===== config.mk =====
export PLATFORM = sky130hd
export DESIGN_NAME = axis_pkt_arbiter
export DESIGN_NICKNAME = d
export VERILOG_FILES = /design/src/rtl/axis_pkg.sv /design/src/rtl/axis_skid2.sv /design/src/rtl/axis_pkt_arbiter.sv
export SDC_FILE = /design/constraint.sdc
export NUM_CORES = 1
export LEC_CHECK = 0
export BUFFER_PORTS_ARGS = -buffer_cell sky130_fd_sc_hd__buf_4
export CORE_MARGIN = 3
export CORE_UTILIZATION = 48
export CTS_BUF_LIST = sky130_fd_sc_hd__clkbuf_4 sky130_fd_sc_hd__clkbuf_8 sky130_fd_sc_hd__clkbuf_16
export DETAILED_ROUTE_END_ITERATION = 10
export PLACE_DENSITY = 0.87
export RECOVER_POWER = 25
export SLEW_MARGIN = 10
export SYNTH_ARGS = -nofsm -noshare
export SYNTH_HDL_FRONTEND = slang
export SYNTH_SLANG_ARGS = --single-unit
export TNS_END_PERCENT = 50

===== constraint.sdc =====
create_clock -name aclk -period 2.3 [get_ports aclk]
set_input_delay 0.23 -clock aclk [delete_from_list [all_inputs] [get_ports aclk]]
set_output_delay 0.23 -clock aclk [all_outputs]
set_load 0.1 [all_outputs]

===== src/rtl/axis_pkg.sv =====
// Shared definitions for the AXI-Stream packet arbiter.
//   arb_state_e : arbiter FSM encoding (ARB_IDLE, ARB_LOCKED)
//   rr_select() : round-robin pick, first set request at or after ptr (mod num_ports)
package axis_pkg;

  typedef enum logic {
    ARB_IDLE   = 1'b0,
    ARB_LOCKED = 1'b1
  } arb_state_e;

  localparam int unsigned RR_MAX_PORTS = 16;
  localparam int unsigned RR_IDX_W     = 4;

  // Request vectors narrower than RR_MAX_PORTS are zero-extended by the caller.
  function automatic logic [RR_IDX_W-1:0] rr_select(
    input logic [RR_MAX_PORTS-1:0] req,
    input logic [RR_IDX_W-1:0]     ptr,
    input int unsigned             num_ports
  );
    logic [RR_IDX_W-1:0] sel;
    logic                found;
    logic [RR_IDX_W:0]   idx;
    sel   = '0;
    found = 1'b0;
    for (int unsigned i = 0; i < RR_MAX_PORTS; i++) begin
      idx = (RR_IDX_W+1)'(ptr) + (RR_IDX_W+1)'(i);
      if (idx >= (RR_IDX_W+1)'(num_ports)) idx = idx - (RR_IDX_W+1)'(num_ports);
      if (!found && (i < num_ports) && req[idx[RR_IDX_W-1:0]]) begin
        sel   = idx[RR_IDX_W-1:0];
        found = 1'b1;
      end
    end
    return sel;
  endfunction

endpackage


===== src/rtl/axis_skid2.sv =====
// Generic 2-entry AXI-Stream buffer with registered outputs.
//   aclk, aresetn     : clock, async active-low reset
//   s_data/s_valid/s_ready : upstream side; s_ready = fewer than 2 entries held
//   m_data/m_valid/m_ready : downstream side; presents the oldest entry
module axis_skid2 #(
  parameter int unsigned WIDTH = 33
) (
  input  logic             aclk,
  input  logic             aresetn,
  input  logic [WIDTH-1:0] s_data,
  input  logic             s_valid,
  output logic             s_ready,
  output logic [WIDTH-1:0] m_data,
  output logic             m_valid,
  input  logic             m_ready
);

  logic [WIDTH-1:0] head_q, head_d, tail_q, tail_d;
  logic             valid_q, valid_d, full_q, full_d;
  logic             push, pop;

  assign push    = s_valid && !full_q;
  assign pop     = valid_q && m_ready;
  assign s_ready = !full_q;
  assign m_data  = head_q;
  assign m_valid = valid_q;

  // Occupancy update: head always holds the oldest entry, tail the second.
  always_comb begin
    head_d  = head_q;
    tail_d  = tail_q;
    valid_d = valid_q;
    full_d  = full_q;
    if (!valid_q) begin
      if (push) begin
        head_d  = s_data;
        valid_d = 1'b1;
      end
    end else if (!full_q) begin
      unique case ({push, pop})
        2'b10: begin
          tail_d = s_data;
          full_d = 1'b1;
        end
        2'b01:   valid_d = 1'b0;
        2'b11:   head_d  = s_data;
        default: ;
      endcase
    end else if (pop) begin
      head_d = tail_q;
      full_d = 1'b0;
    end
  end

  always_ff @(posedge aclk or negedge aresetn) begin
    if (!aresetn) begin
      head_q  <= '0;
      tail_q  <= '0;
      valid_q <= 1'b0;
      full_q  <= 1'b0;
    end else begin
      head_q  <= head_d;
      tail_q  <= tail_d;
      valid_q <= valid_d;
      full_q  <= full_d;
    end
  end

endmodule


===== src/rtl/axis_pkt_arbiter.sv =====
// Packet-atomic round-robin arbiter: NUM_PORTS AXI-Stream slaves onto one master.
// A grant is held from first beat to tlast; one IDLE cycle separates packets.
//   aclk, aresetn       : clock, async active-low reset
//   enable              : allow new grants (sampled only in IDLE)
//   s_axis_*            : per-port slave streams, port i data at [i*DATA_WIDTH +: DATA_WIDTH]
//   m_axis_*            : arbitrated stream, registered through a 2-entry skid buffer
//   m_axis_tid          : source port index (only with AXIS_ARB_TID_EN defined)
//   busy                : high while a packet is locked
// Optional feature macro: AXIS_ARB_TID_EN
module axis_pkt_arbiter
  import axis_pkg::*;
#(
  parameter  int unsigned NUM_PORTS  = 4,
  parameter  int unsigned DATA_WIDTH = 32,
  localparam int unsigned IDX_W      = $clog2(NUM_PORTS)
) (
  input  logic                            aclk,
  input  logic                            aresetn,
  input  logic                            enable,
  input  logic [NUM_PORTS*DATA_WIDTH-1:0] s_axis_tdata,
  input  logic [NUM_PORTS-1:0]            s_axis_tvalid,
  output logic [NUM_PORTS-1:0]            s_axis_tready,
  input  logic [NUM_PORTS-1:0]            s_axis_tlast,
  output logic [DATA_WIDTH-1:0]           m_axis_tdata,
  output logic                            m_axis_tvalid,
  input  logic                            m_axis_tready,
  output logic                            m_axis_tlast,
`ifdef AXIS_ARB_TID_EN
  output logic [IDX_W-1:0]                m_axis_tid,
`endif
  output logic                            busy
);

`ifdef AXIS_ARB_TID_EN
  localparam int unsigned PAY_W = DATA_WIDTH + 1 + IDX_W;
`else
  localparam int unsigned PAY_W = DATA_WIDTH + 1;
`endif

  arb_state_e              state_q, state_d;
  logic [IDX_W-1:0]        grant_q, grant_d, rr_ptr_q, rr_ptr_d;
  logic                    skid_ready;
  logic                    in_valid, in_last, in_hs;
  logic [DATA_WIDTH-1:0]   in_data;
  logic [PAY_W-1:0]        in_pay, out_pay;

  // Input mux from the granted port.
  assign in_valid = (state_q == ARB_LOCKED) && s_axis_tvalid[grant_q];
  assign in_last  = s_axis_tlast[grant_q];
  assign in_data  = s_axis_tdata[grant_q*DATA_WIDTH +: DATA_WIDTH];
  assign in_hs    = in_valid && skid_ready;
  assign busy     = (state_q == ARB_LOCKED);

  // Only the granted port sees ready, and only while the buffer has room.
  always_comb begin
    s_axis_tready = '0;
    if (state_q == ARB_LOCKED) s_axis_tready[grant_q] = skid_ready;
  end

  always_comb begin
    state_d  = state_q;
    grant_d  = grant_q;
    rr_ptr_d = rr_ptr_q;
    unique case (state_q)
      ARB_IDLE: begin
        if (enable && |s_axis_tvalid) begin
          grant_d = IDX_W'(rr_select(RR_MAX_PORTS'(s_axis_tvalid),
                                     RR_IDX_W'(rr_ptr_q), NUM_PORTS));
          state_d = ARB_LOCKED;
        end
      end
      ARB_LOCKED: begin
        if (in_hs && in_last) begin
          rr_ptr_d = (grant_q == IDX_W'(NUM_PORTS - 1)) ? '0 : grant_q + 1'b1;
          state_d  = ARB_IDLE;
        end
      end
      default: state_d = ARB_IDLE;
    endcase
  end

  always_ff @(posedge aclk or negedge aresetn) begin
    if (!aresetn) begin
      state_q  <= ARB_IDLE;
      grant_q  <= '0;
      rr_ptr_q <= '0;
    end else begin
      state_q  <= state_d;
      grant_q  <= grant_d;
      rr_ptr_q <= rr_ptr_d;
    end
  end

`ifdef AXIS_ARB_TID_EN
  assign in_pay = {grant_q, in_last, in_data};
  assign {m_axis_tid, m_axis_tlast, m_axis_tdata} = out_pay;
`else
  assign in_pay = {in_last, in_data};
  assign {m_axis_tlast, m_axis_tdata} = out_pay;
`endif

  axis_skid2 #(
    .WIDTH (PAY_W)
  ) u_skid (
    .aclk    (aclk),
    .aresetn (aresetn),
    .s_data  (in_pay),
    .s_valid (in_valid),
    .s_ready (skid_ready),
    .m_data  (out_pay),
    .m_valid (m_axis_tvalid),
    .m_ready (m_axis_tready)
  );

endmodule


==> results of run 1 <==
==> critical path: cells and delay by family, from the launching register on <==
family          cells  cell delay (ps)
compound gates      2              360
fa+ha+maj           1              380
buf+inv             1              140
flops               1              500
simple gates        2              640
==> power groups by stage <==
stage / logic [W] / clock network (W) / registers [W]
after detailed placement: 0.00647 / 0 / 0.00236
final: 0.00643 / 0.00105 / 0.00233
after CTS: 0.00650 / 0.00106 / 0.00233
after floorplan: 0.00291 / 0 / 0.00450
after global placement: 0.00629 / 0 / 0.00232
after global routing: 0.00684 / 0.00112 / 0.00242
==> metal layers <==
| metal | part of all wire (%) | vias to the layer above |
|---|---|---|
| met5 | 0 | - |
| met4 | 2.6 | 0 |
| met3 | 6.1 | 26 |
| met2 | 54 | 137 |
| met1 | 37 | 1682 |
| li1 | - | 1562 |
==> metrics by stage <==
step / std cells / total power (W) / utilization [%] / worst slack, ps
after floorplan: 326 / 0.00742 / - / 10.8
after global placement: 594 / 0.00860 / 67.4 / 328
after detailed placement: 594 / 0.00883 / 67.4 / 192
after CTS: 611 / 0.00990 / 70.0 / 161
after global routing: 611 / 0.0104 / 69.8 / 7.04
final: 611 / 0.00982 / 69.8 / 147
==> worst min-delay path by stage <==
stage,from,endpoint,cells after the start
after CTS,m_axis_tready,u_skid.full_q,2
after floorplan,aresetn,busy,0
final,m_axis_tready,u_skid.full_q,2
after detailed placement,aresetn,u_skid.m_data[18],1
after global placement,aresetn,u_skid.m_data[18],1
after global routing,m_axis_tready,u_skid.full_q,2
==> cell families after synthesis <==
| group | count (synthesis) | share of synthesized area, % |
|---|---|---|
| buffers and inverters | 27 | 4.11 |
| AND/OR/NAND/NOR | 61 | 6.91 |
| AO/OA/AOI/OAI | 48 | 6.35 |
| adder cells (fa/ha/maj) | 8 | 2.36 |
| multiplexers | 109 | 37.1 |
| flip-flops | 73 | 43.1 |
==> final cells by class <==
class | instances | area, µm²
clock inverter | 5 | 62.6
timing repair buffer | 186 | 1420
clock buffer | 11 | 145
multi-input combinational | 226 | 2240
sequential | 73 | 1830
fill | 607 | 2530
tap | 105 | 131
inverter | 5 | 18.8
==> synth_stat cells, drive strengths merged (5+ instances only) <==
library cell	count	area (µm²)
a21oi	37	189
and2	5	33.8
buf	15	129
clkbuf	7	26.3
dfrtp	73	1830
ha	8	100
inv	5	18.8
mux2	35	394
mux2i	39	390
mux4	35	788
nand2	9	50.1
nor2	36	135
==> state kept, by name, summed over array words and instances, names as in the netlist <==
register / cells
busy: 1
u_skid.tail_q: 33
u_skid.m_data: 33
u_skid.m_valid: 1
rr_ptr_q: 2
grant_q: 2
u_skid.full_q: 1
==> results.ini, run 1 <==
[clocking]
hold_buffers=1
cts_resized=0
tritoncts=built
clock_latency_ps=350
cts_buffers=9
cts_setup_buffers=0
htree_num_levels=3
clk_pin_slew_ps=80
cts-root-buf=clkbuf_8
cts_sinks=73
cts.path.max_buffers=2

[timing]
slew_violations=0
setup_viol=0
finClkSkew_ps=11.8
tns_ps=0
fin_hold_ws_ps=76.3
fin_crit_sh_pct=93.6
relSlewSlack_pct=28.0
timing.fmax_ghz=0.465
worstMarginPinSlew_ps=1080
rsz0062_at_grt=no
fin_crit_ps=2150
hold_viol_final=0

[detailed_routing]
wl_per_cell_um=18.1
wl_um=11000
vias=3407
drt_iter0_drc=97
ant_nets=0
firstDrtPassIters=6
drc=0
routed_via_density=5.58

[global_route]
grt_util_met2_pct=40.3
antenna_found_initial=0
track_usage_pct=22.1
grt_max_degree=67
grt_pass1_wl_um=17400
gr-usage-met3_pct=3.20
grt_use_met1_pct=26.0
grt-ovfl-total=0
grt_pass1_vias=3570
top_usage_layer=met2

[logic_synthesis]
synth_flop_cell=dfrtp_1
synth_cells=326
async_flop_share_pct=100
ys_ff_latch=73
seq_area_frac_synth_pct=43.1
synth_edf_count=0
avgSynthCellArea_um2=13.0
syn-cell-area_mm2=0.00424
ys_types=33
synth_nets=474
ys_warn_count=0

[layout]
diodes=0
final_common_cell=buf_4
nNetsFinal=649
final_cell_mix=buf_4, dfrtp_1, mux2i_1
stdcell_area_mm2=0.00585
syn2layout_area_growth_pct=38.1
drive_gt1_share_pct=49.0

[critical_path]
startpoint_type=flip-flop
cp-startpoint=rr_ptr_q[1]
rr_startpoint=rr_ptr_q[1]
required_ps=2500
reg2reg_to=grant_q[0]
cp_slowest_cell=dfrtp_1
cp_cell_sequence=inv_1 > ha_1 > or3_1 > and3_1 > a211oi_1 > o22ai_1
reg2reg_depth=6
cpPeakStageDelay_ps=500
rrSetupSlack_ps=150
critPathCapture=grant_q[0]
critPathKind=reg -> reg
cp_max_fo=7
arrival_ps=2350
endpoint_kind=flip-flop

[place]
gp_congestion=0.836
io_buffers=178
place_area_mm2=0.00565
dp_hpwl_um=8250

[floorplanning]
core_area_mm2=0.00838
die_height_um=99.9
start_util_pct=50.5
dieArea_mm2=0.00999
row_count=33
io_pins=179
fp.dieW_um=99.9

[pwr]
p_sw_share_pct=53.0
p_comb_share_pct=65.5
p_seq_share_pct=23.8
power.leakage_nw=2.84
p_int_w=0.00461
switchingPower_w=0.00521
power_frac_clock_pct=10.7
max-vdd-ir-drop_uv=955
powerDensity_mw_per_mm2=1680

[job]
max_cap_violations=0

[worst_hold_path]
hp-class=in -> reg

[outcome]
run_status=completed

(Power assumes the default switching activity.)
==> run 2: changes to the inputs <==
ABC_AREA = 1   (was unset)
CORE_UTILIZATION = 49   (was 48)
==> run 2 against run 1 <==
First-iteration DRC count rose to 3.2 times the previous value; combinational power up 5.4%; design area up 5.3%; total power up 4.7%; via count up 45%; maximum frequency down 1.4%; global-route usage up 1.6 points; area after synthesis up 7.0%; register-to-register slack better by 50 ps; clock-buffer cell count down 1; clock power up 8%; critical path depth down 1.
==> results.ini, run 2 <==
[layout]
fillers=742  ; was 607
diodes=0  ; unchanged
syn2layout_area_growth_pct=36.0  ; was 38.1%
regArea_mm2=0.00183  ; unchanged
final_cells=951  ; was 611
drive_gt1_share_pct=25.6  ; was 49.0%
final_cell_mix=nand2_1, buf_4, inv_1  ; was buf_4, dfrtp_1, mux2i_1
multi_input_comb_area_mm2=0.00219  ; was 0.00224 mm²
nNetsFinal=986  ; was 649
stdcell_area_mm2=0.00616  ; was 0.00585 mm²
final_common_cell=nand2_1  ; was buf_4

[floorplanning]
row_count=34  ; was 33
die_height_um=102  ; was 99.9 µm
core_area_mm2=0.00885  ; was 0.00838 mm²
start_util_pct=51.2  ; was 50.5%
dieArea_mm2=0.0104  ; was 0.00999 mm²
io_pins=179  ; unchanged
fp.dieW_um=102  ; was 99.9 µm

[critical_path]
reg2reg_depth=11  ; was 6
startpoint_type=flip-flop  ; unchanged
required_ps=2070  ; was 2500 ps
cpPeakStageDelay_ps=460  ; was 500 ps
reg2reg_to=grant_q[1]  ; was grant_q[0]
cp_max_fo=35  ; was 7
cp_top_family=buffers and inverters  ; was simple AND/OR/NAND/NOR gates
cp_cell_sequence=buf_4 > ha_1 > inv_1 > nor3_2 > buf_4  ; was inv_1 > ha_1 > or3_1 > and3_1 > a211oi_1 > o22ai_1
critPathCapture=s_axis_tready[3]  ; was grant_q[0]
path_buf_inv=3  ; was 1
worst_path_most_repeated_cell=buf_4
rr_startpoint=rr_ptr_q[0]  ; was rr_ptr_q[1]
critPathKind=reg -> out  ; was reg -> reg
endpoint_kind=output port  ; was flip-flop
cp-startpoint=grant_q[1]  ; was rr_ptr_q[1]
rrSetupSlack_ps=200  ; was 150 ps
arrival_ps=1950  ; was 2350 ps
path_depth=5  ; was 6
cp_slowest_cell=dfrtp_2  ; was dfrtp_1

[clocking]
clk_pin_slew_ps=80  ; about the same
cts_sinks=73  ; unchanged
tritoncts=built  ; unchanged
cts.path.max_buffers=2  ; unchanged
cts-root-buf=clkbuf_8  ; unchanged
clock_latency_ps=340  ; was 350 ps
cts_buffers=9  ; unchanged
htree_num_levels=3  ; unchanged
cts_setup_buffers=0  ; unchanged

[place]
place_area_mm2=0.00592  ; was 0.00565 mm²
dp_hpwl_um=9440  ; was 8250 µm
gp_congestion=0.906  ; was 0.836
pre_cts_ws_ps=253  ; was 192 ps
dp.cells=934  ; was 594
io_buffers=178  ; unchanged

[pwr]
powerDensity_mw_per_mm2=1670  ; was 1680 mW/mm²
max-vdd-ir-drop_uv=955  ; about the same
power.leakage_nw=3.38  ; was 2.84 nW

[logic_synthesis]
ys_warn_count=0  ; unchanged
yosys.area.top_type=dfrtp_1  ; unchanged
synth.most_common_cell=nand2_1  ; was dfrtp_1
synth_cells=680  ; was 326
synth_nets=828  ; was 474
ys_ff_latch=73  ; unchanged
synth_top_area_share_pct=40.3  ; was 43.1%
avgSynthCellArea_um2=6.67  ; was 13.0 µm²
synth_edf_count=0  ; unchanged
syn-cell-area_mm2=0.00453  ; was 0.00424 mm²
ys_types=21  ; was 33
synth_area_leaders=dfrtp_1, nand2_1, o21ai_0, a21oi_1, inv_1  ; was dfrtp_1, mux4_2, mux2i_1, mux2_1, a21oi_1
synthTopCellsByCount=nand2_1, inv_1, dfrtp_1, o21ai_0, a21oi_1  ; was dfrtp_1, mux2i_1, a21oi_1, nor2_1, mux4_2
seq_area_frac_synth_pct=40.3  ; was 43.1%
synth_flop_cell=dfrtp_1  ; unchanged
async_flop_share_pct=100  ; unchanged

[timing]
slew_violations=0  ; unchanged
fin_hold_ws_ps=266  ; was 76.3 ps
timing.fmax_ghz=0.458  ; was 0.465 GHz
fin_crit_ps=2180  ; was 2150 ps
fin_crit_sh_pct=95.0  ; was 93.6%
hold_viol_final=0  ; unchanged
layout_setup_ws_ps=116  ; was 147 ps
finClkSkew_ps=6.82  ; was 11.8 ps
relSlewSlack_pct=33.2  ; was 28.0%
worstMarginPinSlew_ps=1000  ; was 1080 ps
rsz0062_at_grt=no  ; unchanged
setup_viol=0  ; unchanged

[global_route]
grt_pass1_wl_um=20000  ; was 17400 µm
track_usage_pct=23.7  ; was 22.1%
grt_max_degree=67  ; unchanged
antenna_found_initial=0  ; unchanged
grt-ovfl-total=0  ; unchanged
grt_pass1_vias=4512  ; was 3570

[detailed_routing]
ant_nets=0  ; unchanged
drt_iter0_drc=306  ; was 97
wl_per_cell_um=13.3  ; was 18.1 µm
wl_um=12600  ; was 11000 µm
wl_met1_um=5320  ; was 4100 µm
topRoutingLayerUsed=met4  ; unchanged
routed_via_density=5.18  ; was 5.58
drc=0  ; unchanged
route.met3.wl_um=913  ; was 673 µm
firstDrtPassIters=6  ; unchanged
wl_met2_um=6210  ; was 5970 µm
vias=4929  ; was 3407

[outcome]
run_status=completed  ; unchanged

[job]
max_cap_violations=0  ; unchanged

[worst_hold_path]
hp-class=in -> reg  ; unchanged

## run 2: changes by cell type in the layout (fill, tap and decap cells not counted), sizes merged, moves of 39 or more
cell   previous run  this run
o21ai             2       105
nand2             9       197
nand3             0        51
inv               6        84
mux2i            39         0
## run 2: where the power goes
group	internal (W)	total, W	switching, W
combinational	0.00180	0.00678	0.00498
clock	0.000644	0.00113	0.000486
sequential	0.00191	0.00237	0.000464
## run 2: cell type report
cell class | count | share of cell area, %
inverters | 83 | 5.05
clock buffers | 10 | 2.23
flip-flops and latches | 73 | 29.7
multi-input cells | 480 | 35.6
well taps | 108 | 2.19
clock inverters | 6 | 1.46
repair buffers | 191 | 23.8
## run 2: cell families after synthesis
logic type,after synthesis,share of synthesized area (%)
flops,73,40.3
fa+ha+maj,8,2.21
compound gates,175,19.4
simple gates,297,26.3
buf+inv,127,11.8
## run 2: worst min path at each step
| stage | from | cells past startpoint | slack, ps | end |
|---|---|---|---|---|
| detailed placement | aresetn | 1 | 230 | u_skid.m_data[4] |
| global placement | aresetn | 1 | 230 | u_skid.m_data[11] |
| floorplan | aresetn | 0 | -70 | busy |
| global route | m_axis_tready | 4 | 290 | u_skid.m_valid |
| CTS | m_axis_tready | 4 | 250 | u_skid.full_q |
| finish | m_axis_tready | 4 | 270 | u_skid.full_q |
## run 2: what timing repair did
item / CTS / global route
hold endpoints to repair: 39 / 0
resized for setup: 0 / 2
hold buffers: 1 / 0
setup endpoints to repair: 0 / 2
## run 2: worst register-to-register path: stages (launching register included)
cell,delay (ps)
dfrtp_1,600
inv_1,220
ha_1,390
inv_1,90
nand3_1,100
nand2_1,50
nor2_1,180
nor2_1,90
nand3_1,80
nand2_1,50
nor2_1,100
nor2_1,40
## run 2: through the flow
stage | setup TNS, ps | utilization [%] | total power (W)
finish | 0 | 69.7 | 0.0103
floorplan | -971 | - | 0.00764
detailed placement | 0 | 66.9 | 0.00914
CTS | 0 | 69.6 | 0.0103
global placement | 0 | 66.9 | 0.00894
global route | 0 | 69.7 | 0.0111
## run 2: per-layer routing
| layer | global-route usage [%] | vias to the layer above |
|---|---|---|
| li1 | - | 2482 |
| met1 | 29.3 | 2224 |
| met2 | 41.3 | 204 |
| met3 | 4.37 | 19 |
| met4 | 8.38 | 0 |
| met5 | 0 | - |
